==> src/rtl/img_pkg.sv <==
// Shared encodings for the image stream processor: point-operation modes and
// frame-sequencer states.
package img_pkg;

    localparam logic [1:0] MODE_PASS   = 2'd0;
    localparam logic [1:0] MODE_BRIGHT = 2'd1;
    localparam logic [1:0] MODE_INVERT = 2'd2;
    localparam logic [1:0] MODE_THRESH = 2'd3;

    typedef enum logic [2:0] {
        ST_IDLE    = 3'd0,
        ST_STARTUP = 3'd1,
        ST_LINE    = 3'd2,
        ST_HBLANK  = 3'd3,
        ST_DONE    = 3'd4
    } state_t;

    function automatic int max_int(input int a, input int b);
        return (a > b) ? a : b;
    endfunction

endpackage

==> src/rtl/image_stream_proc_pix_op.sv <==
// Combinational single-pixel point operator on an {R,G,B} triple.
module pix_op
    import img_pkg::*;
#(
    parameter int DW = 8
) (
    input  logic [1:0]      mode,
    input  logic            sign,
    input  logic [DW-1:0]   brightness,
    input  logic [DW-1:0]   threshold,
    input  logic [3*DW-1:0] pix_in,
    output logic [3*DW-1:0] pix_out
);

    localparam logic [DW-1:0] MAXV = {DW{1'b1}};

    logic [DW-1:0] ch_s;
    logic [DW-1:0] res_s;
    logic [DW:0]   wide_s;
    logic [DW+1:0] sum_s;
    logic [DW+1:0] thr3_s;

    // Per-channel operation; threshold compares the channel sum at DW+2 bits
    always_comb begin
        sum_s   = {2'b00, pix_in[3*DW-1 -: DW]} + {2'b00, pix_in[2*DW-1 -: DW]} + {2'b00, pix_in[DW-1:0]};
        thr3_s  = {2'b00, threshold} + {2'b00, threshold} + {2'b00, threshold};
        ch_s    = '0;
        res_s   = '0;
        wide_s  = '0;
        pix_out = '0;
        for (int i = 0; i < 3; i++) begin
            ch_s   = pix_in[i*DW +: DW];
            wide_s = {1'b0, ch_s} + {1'b0, brightness};
            case (mode)
                MODE_PASS:   res_s = ch_s;
                MODE_BRIGHT: begin
                    if (sign) begin
                        res_s = wide_s[DW] ? MAXV : wide_s[DW-1:0];
                    end else begin
                        res_s = (ch_s > brightness) ? (ch_s - brightness) : '0;
                    end
                end
                MODE_INVERT: res_s = MAXV - ch_s;
                MODE_THRESH: res_s = (sum_s > thr3_s) ? MAXV : '0;
                default:     res_s = ch_s;
            endcase
            pix_out[i*DW +: DW] = res_s;
        end
    end

endmodule

==> src/rtl/image_stream_proc.sv <==
// Frame-buffer reader with run-time point operation, credit-limited read
// pipeline into a 4-entry output FIFO, and VSYNC/HSYNC framing.
module image_stream_proc
    import img_pkg::*;
#(
    parameter int WIDTH         = 768,
    parameter int HEIGHT        = 512,
    parameter int PPC           = 2,
    parameter int DW            = 8,
    parameter int STARTUP_DELAY = 100,
    parameter int HSYNC_DELAY   = 160,
    parameter int AW            = $clog2(WIDTH*HEIGHT/PPC)
) (
    input  logic                HCLK,
    input  logic                HRESET,
    input  logic                start,
    input  logic [1:0]          mode,
    input  logic                sign,
    input  logic [DW-1:0]       brightness,
    input  logic [DW-1:0]       threshold,
    output logic                mem_rd,
    output logic [AW-1:0]       mem_addr,
    input  logic [PPC*3*DW-1:0] mem_rdata,
    output logic                out_valid,
    input  logic                out_ready,
    output logic [PPC*3*DW-1:0] out_data,
    output logic                HSYNC,
    output logic                VSYNC,
    output logic                busy,
    output logic                ctrl_done
);

    localparam int BEATS = WIDTH / PPC;
    localparam int PW    = 3 * DW;
    localparam int BW    = PPC * PW;
    localparam int BCW   = $clog2(BEATS + 1);
    localparam int LCW   = $clog2(HEIGHT + 1);
    localparam int DCW   = $clog2(max_int(STARTUP_DELAY, HSYNC_DELAY) + 1);

    state_t          state_r, state_s;
    logic [DCW-1:0]  dly_r;
    logic [BCW-1:0]  issued_r, issued_base_s, issued_next_s, acc_r;
    logic [LCW-1:0]  line_r;
    logic            rd_r, rd_next_s, v1_r, any_rd_r;
    logic [AW-1:0]   addr_r;
    logic [1:0]      mode_r;
    logic            sign_r;
    logic [DW-1:0]   bright_r, thresh_r;
    logic [BW-1:0]   fifo_r [4];
    logic [1:0]      wr_ptr_r, rd_ptr_r;
    logic [2:0]      cnt_r, cnt_next_s;
    logic            push_s, pop_s, last_beat_s, last_line_s;
    logic            hsync_r, vsync_r, busy_r, done_r;
    logic [BW-1:0]   proc_s;

    for (genvar k = 0; k < PPC; k++) begin : g_pix
        pix_op #(.DW(DW)) u_pix_op (
            .mode       (mode_r),
            .sign       (sign_r),
            .brightness (bright_r),
            .threshold  (thresh_r),
            .pix_in     (mem_rdata[k*PW +: PW]),
            .pix_out    (proc_s[k*PW +: PW])
        );
    end

    assign push_s      = v1_r;
    assign pop_s       = (cnt_r != 3'd0) && out_ready;
    assign cnt_next_s  = cnt_r + {2'b00, push_s} - {2'b00, pop_s};
    assign last_beat_s = pop_s && (acc_r == BCW'(BEATS - 1));
    assign last_line_s = (line_r == LCW'(HEIGHT - 1));

    // Next-state logic of the frame sequencer
    always_comb begin
        state_s = state_r;
        case (state_r)
            ST_IDLE: begin
                if (start) state_s = ST_STARTUP;
                else       state_s = ST_IDLE;
            end
            ST_STARTUP: begin
                if (dly_r == DCW'(STARTUP_DELAY - 1)) state_s = ST_LINE;
                else                                  state_s = ST_STARTUP;
            end
            ST_LINE: begin
                if (last_beat_s) state_s = last_line_s ? ST_DONE : ST_HBLANK;
                else             state_s = ST_LINE;
            end
            ST_HBLANK: begin
                if (dly_r == DCW'(HSYNC_DELAY - 1)) state_s = ST_LINE;
                else                                state_s = ST_HBLANK;
            end
            ST_DONE: state_s = ST_IDLE;
            default: state_s = ST_IDLE;
        endcase
    end

    // Read issue is decided a cycle early so mem_rd is a flop; credit is
    // next-cycle FIFO occupancy plus the read whose data arrives then
    always_comb begin
        issued_base_s = (state_r == ST_LINE) ? issued_r : '0;
        rd_next_s     = 1'b0;
        issued_next_s = '0;
        if (state_s == ST_LINE) begin
            if ((issued_base_s < BCW'(BEATS)) && (({1'b0, cnt_next_s} + {3'b000, rd_r}) < 4'd4)) begin
                rd_next_s = 1'b1;
            end else begin
                rd_next_s = 1'b0;
            end
            issued_next_s = issued_base_s + {{(BCW-1){1'b0}}, rd_next_s};
        end else begin
            issued_next_s = '0;
        end
    end

    // Sequencer state, delay/line/beat counters and parameter latch
    always_ff @(posedge HCLK or posedge HRESET) begin
        if (HRESET) begin
            state_r  <= ST_IDLE;
            dly_r    <= '0;
            acc_r    <= '0;
            line_r   <= '0;
            mode_r   <= MODE_PASS;
            sign_r   <= 1'b0;
            bright_r <= '0;
            thresh_r <= '0;
        end else begin
            state_r <= state_s;
            if ((state_s != state_r) || !((state_r == ST_STARTUP) || (state_r == ST_HBLANK))) dly_r <= '0;
            else dly_r <= dly_r + 1'b1;
            if (state_r != ST_LINE) acc_r <= '0;
            else if (pop_s)         acc_r <= last_beat_s ? '0 : acc_r + 1'b1;
            if (state_r == ST_IDLE)                   line_r <= '0;
            else if (state_r == ST_LINE && last_beat_s) line_r <= line_r + 1'b1;
            if (state_r == ST_IDLE && start) begin
                mode_r   <= mode;
                sign_r   <= sign;
                bright_r <= brightness;
                thresh_r <= threshold;
            end
        end
    end

    // Read pipeline: strobe, data-valid stage and frame-contiguous address
    always_ff @(posedge HCLK or posedge HRESET) begin
        if (HRESET) begin
            rd_r     <= 1'b0;
            v1_r     <= 1'b0;
            issued_r <= '0;
            addr_r   <= '0;
            any_rd_r <= 1'b0;
        end else begin
            rd_r     <= rd_next_s;
            v1_r     <= rd_r;
            issued_r <= issued_next_s;
            if (state_r == ST_IDLE && start) begin
                addr_r   <= '0;
                any_rd_r <= 1'b0;
            end else if (rd_next_s) begin
                if (any_rd_r) addr_r <= addr_r + 1'b1;
                any_rd_r <= 1'b1;
            end
        end
    end

    // Output FIFO; the credit check above guarantees it never overflows
    always_ff @(posedge HCLK or posedge HRESET) begin
        if (HRESET) begin
            for (int i = 0; i < 4; i++) fifo_r[i] <= '0;
            wr_ptr_r <= 2'd0;
            rd_ptr_r <= 2'd0;
            cnt_r    <= 3'd0;
        end else begin
            if (push_s) begin
                fifo_r[wr_ptr_r] <= proc_s;
                wr_ptr_r         <= wr_ptr_r + 2'd1;
            end
            if (pop_s) rd_ptr_r <= rd_ptr_r + 2'd1;
            cnt_r <= cnt_next_s;
        end
    end

    // Framing/status flops track the upcoming state so they align with it
    always_ff @(posedge HCLK or posedge HRESET) begin
        if (HRESET) begin
            hsync_r <= 1'b0;
            vsync_r <= 1'b0;
            busy_r  <= 1'b0;
            done_r  <= 1'b0;
        end else begin
            hsync_r <= (state_s == ST_LINE);
            vsync_r <= (state_s == ST_LINE) || (state_s == ST_HBLANK);
            busy_r  <= (state_s != ST_IDLE);
            done_r  <= (state_s == ST_DONE);
        end
    end

    assign mem_rd    = rd_r;
    assign mem_addr  = addr_r;
    assign out_valid = (cnt_r != 3'd0);
    assign out_data  = fifo_r[rd_ptr_r];
    assign HSYNC     = hsync_r;
    assign VSYNC     = vsync_r;
    assign busy      = busy_r;
    assign ctrl_done = done_r;

endmodule

==> config.mk <==
export PLATFORM = sky130hd
export DESIGN_NAME = image_stream_proc
export DESIGN_NICKNAME = d
export VERILOG_FILES = /design/src/rtl/img_pkg.sv /design/src/rtl/image_stream_proc_pix_op.sv /design/src/rtl/image_stream_proc.sv
export SDC_FILE = /design/constraint.sdc
export NUM_CORES = 1
export LEC_CHECK = 0
export BUFFER_PORTS_ARGS = -buffer_cell sky130_fd_sc_hd__buf_4
export CAP_MARGIN = 20
export CORE_ASPECT_RATIO = 1.25
export CORE_UTILIZATION = 62
export DETAILED_ROUTE_END_ITERATION = 7
export PLACE_DENSITY = 0.82
export SKIP_CTS_REPAIR_TIMING = 1
export SYNTH_ARGS = -nofsm -noshare
export SYNTH_HDL_FRONTEND = slang
export SYNTH_SLANG_ARGS = --single-unit
==> constraint.sdc <==
create_clock -name HCLK -period 10.9 [get_ports HCLK]
set_input_delay 0.545 -clock HCLK [delete_from_list [all_inputs] [get_ports HCLK]]
set_output_delay 0.545 -clock HCLK [all_outputs]
set_load 0.02 [all_outputs]
==> out/results.tsv <==
stage	metric	value	unit
synthesis	EDFF count, synth	0	
synthesis	syn nets	2337	
power_and_ir_drop	peak supply drop	0.1769	mV
routing	DR vias	17020	
synthesis	Async S/R FF share, synth	1.000	
critical_path	crit-path cells	buf_4 -> ha_1 -> inv_1 -> fa_1 -> nor2b_1 -> o21ai_0 -> a21boi_0 -> o21a_1 -> nor2_1 -> xnor2_1 -> ha_1 -> nand2_1 -> o21ai_0 -> xor2_1 -> ha_1 -> and4_1 -> a31oi_1 -> a31oi_1 -> buf_4 -> or2_2 -> o22ai_1 -> o21ai_0	
floorplanning	core region area	0.03169	mm^2
timing	Final setup violation count	0	
placed_design	DP Wirelength	41760	um
worst_hold_path	Hold EP	thresh_r[3]	
timing	minimum clock period	4.861	ns
floorplanning	die area	0.03282	mm^2
critical_path	WP buf/inv	3	
critical_path	critical path class	in2reg	
critical_path	start of the worst register-to-register path	thresh_r[0]	
global_route	grt met2 use	0.6244	
critical_path	Reg2Reg Capture Point	fifo_r[57]	
critical_path	R2R Setup Slk	6.25	ns
placed_design	post-place instance area	0.02127	mm^2
floorplanning	Die W	162.2	um
floorplanning	Starting Density	0.6278	
global_route	GRT Resource Usage Total	0.3627	
synthesis	post-synth top area share	0.3546	
timing	final hold vios	0	
critical_path	CP arrival	5.27	ns
timing	Slew headroom	0.2823	
worst_hold_path	HP Start	threshold[3]	
critical_path	CP peak stage delay	0.69	ns
critical_path	nature of the critical path startpoint	input port	
synthesis	Mean Syn Cell Area	9.571	um^2
synthesis	Seq/Total Area, Yosys	0.3546	
clocking	maximum clock path buffer count	3	
synthesis	Synth area leader	dfrtp_1	
timing	Max Freq	205.7	MHz
clocking	Skew-Pair Late Insertion Delay	0.61	ns
synthesis	dominant cells by area after synthesis	dfrtp_1, ha_1, mux4_2	
routing	wire per inst	22.81	um
routing	First DRT Iteration DRCs	1508	
critical_path	worst r2r path cells	17	
synthesis	synth warn	0	
clocking	Root Driver	clkbuf_16	
routing	Via density	6.537	
critical_path	Worst path top cell family by delay	compound AO/OA/AOI/OAI gates	
floorplanning	I/O pin cnt	143	
critical_path	Worst Path Required	11.31	ns
power_and_ir_drop	Power Dens Cells	229.4	mW/mm^2
floorplanning	Site Rows	73	
outcome	status	finished clean	
critical_path	crit end category	flip-flop	
clocking	CTS tree	built	
routing	Residual DRC	0	
power_and_ir_drop	Leakage Power	9.961	nW
critical_path	crit-path max FO	12	
placed_design	gpl congestion	0.9837	
timing	Slew Limit Fails	0	
clocking	clock sinks	282	
worst_hold_path	WHS Path Cells	3	
global_route	largest net degree at the start of global routing	156	
timing	measured slew at the worst slew-check pin	1.077	ns
placed_design	IO buf count	142	
synthesis	post-synthesis register bit count	282	
global_route	antenna violations before repair	0	
global_route	first-pass GRT wire length	92550	um
clocking	Num CTS Buffers	29	
routing	DR pass1 iterations	5	
finish	fin nets	2427	
routing	Routed Wire Length	59380	um
worst_hold_path	min-delay worst type	in2reg	
timing	unrepaired setup endpoints after global routing	false	
routing	DRT antenna net count	0	
critical_path	Slowest-stage cell, CP	o22ai_1	
global_route	grt met1 use	0.4289	
timing	clk_skew	0.04738	ns
timing	Final Cycle Share	0.4460	
finish	layout cells sized above 1	0.1890	
synthesis	Syn Inst Count	2079	
global_route	vias in the first global route	17140	
finish	area added between synthesis and finish	12.37	%
finish	final instance area	0.02236	mm^2
clocking	Reg clk slew, reported paths	0.07	ns
synthesis	Yosys cell types	81	
finish	ANT cells	0	
synthesis	Syn Std Cell Area	0.01990	mm^2
global_route	total gr overflow	0	
timing	Setup TNS	0	ns
synthesis	most common cell in the netlist	dfrtp_1	
run	number of max-cap violations	0	
clocking	H-tree depth	1	
synthesis	commonest cells in the synthesized netlist	dfrtp_1, nand2_1, ha_1, o21ai_0, nor2_1	
synthesis	ys flop type	dfrtp_1	
global_route	Most Used Layer, Global Route	met2	
floorplanning	Die Y	202.3	um
global_route	M3 GR Usage	0.05294	
where the power goes:
group / internal [W] / switching [W]
combinational: 0.00109 / 0.00121
sequential: 0.00147 / 0.000289
clock: 0.000626 / 0.000434
registers in the layout, summed over array words and instances, names as in the netlist, 2 cells and up:
signal and cells:
wr_ptr_r 2, state_r 3, mode_r 2, mem_addr 18, rd_ptr_r 2, fifo_r 192
acc_r 9, dly_r 8, thresh_r 8, issued_r 9, bright_r 8, line_r 10
cnt_r 3
worst max-delay path by stage:
stage,cells past startpoint,end,startpoint,slack (ns)
after floorplan,1,HSYNC,HRESET,2.58
after global placement,23,fifo_r[57],mem_rdata[8],5.76
after detailed placement,22,fifo_r[57],mem_rdata[8],5.63
after CTS,22,fifo_r[57],mem_rdata[8],6.24
after global routing,22,fifo_r[153],mem_rdata[8],5.83
final,22,fifo_r[57],mem_rdata[8],6.04
cell type report:
class	instances	area (um^2)
flip-flops and latches	282	7064
inverters	97	371.6
clock inverters	15	200.2
fillers	2353	9333
multi-input cells	1592	12080
repair buffers	167	1314
well taps	412	515.5
clock buffers	38	819.5
cells in the final DEF, fill, tap and decap left out, types with 30 or more instances in the layout:
master,n
a21oi_1,119
buf_4,162
dfrtp_1,278
ha_1,169
inv_1,95
mux2_2,93
mux4_2,48
nand2_1,210
nand3_1,33
nor2_1,148
nor2b_1,30
nor3_1,44
o21ai_0,150
o31ai_1,33
xnor2_1,64
xor2_1,37
tightest hold or removal path, stage by stage:
cell and delay, ns:
buf_4 0.08, nand2_1 0.04, nand2_1 0.04
cell families after synthesis:
group                    Yosys count  share of synthesized area
AND/OR/NAND/NOR                  613                     0.1483
AO/OA/AOI/OAI                    542                     0.1782
flip-flops                       282                     0.3546
buffers and inverters            205                    0.03911
adder cells (fa/ha/maj)          187                     0.1244
multiplexers                     149                     0.1110
XOR/XNOR                         101                    0.04445
per-stage QoR:
stage,hold WS (ns),total power (W),utilization,cells,setup slack [ns]
2_1_floorplan,0.4432,0.003297,-,2079,2.576
3_3_place_gp,0.4566,0.003907,0.6703,2545,5.764
3_5_place_dp,0.4605,0.004034,0.6712,2546,5.627
4_1_cts,0.1166,0.005116,0.7033,2599,6.236
5_1_grt,0.1453,0.005403,0.7055,2603,5.833
6_report,0.1231,0.005130,0.7055,2603,6.039
per-layer routing:
layer	share of wire	wire length (um)
met5	0	0
met4	0.064	3827
met3	0.074	4409
met2	0.50	29500
met1	0.36	21640
Note: power is estimated with default switching activity, not from simulation.
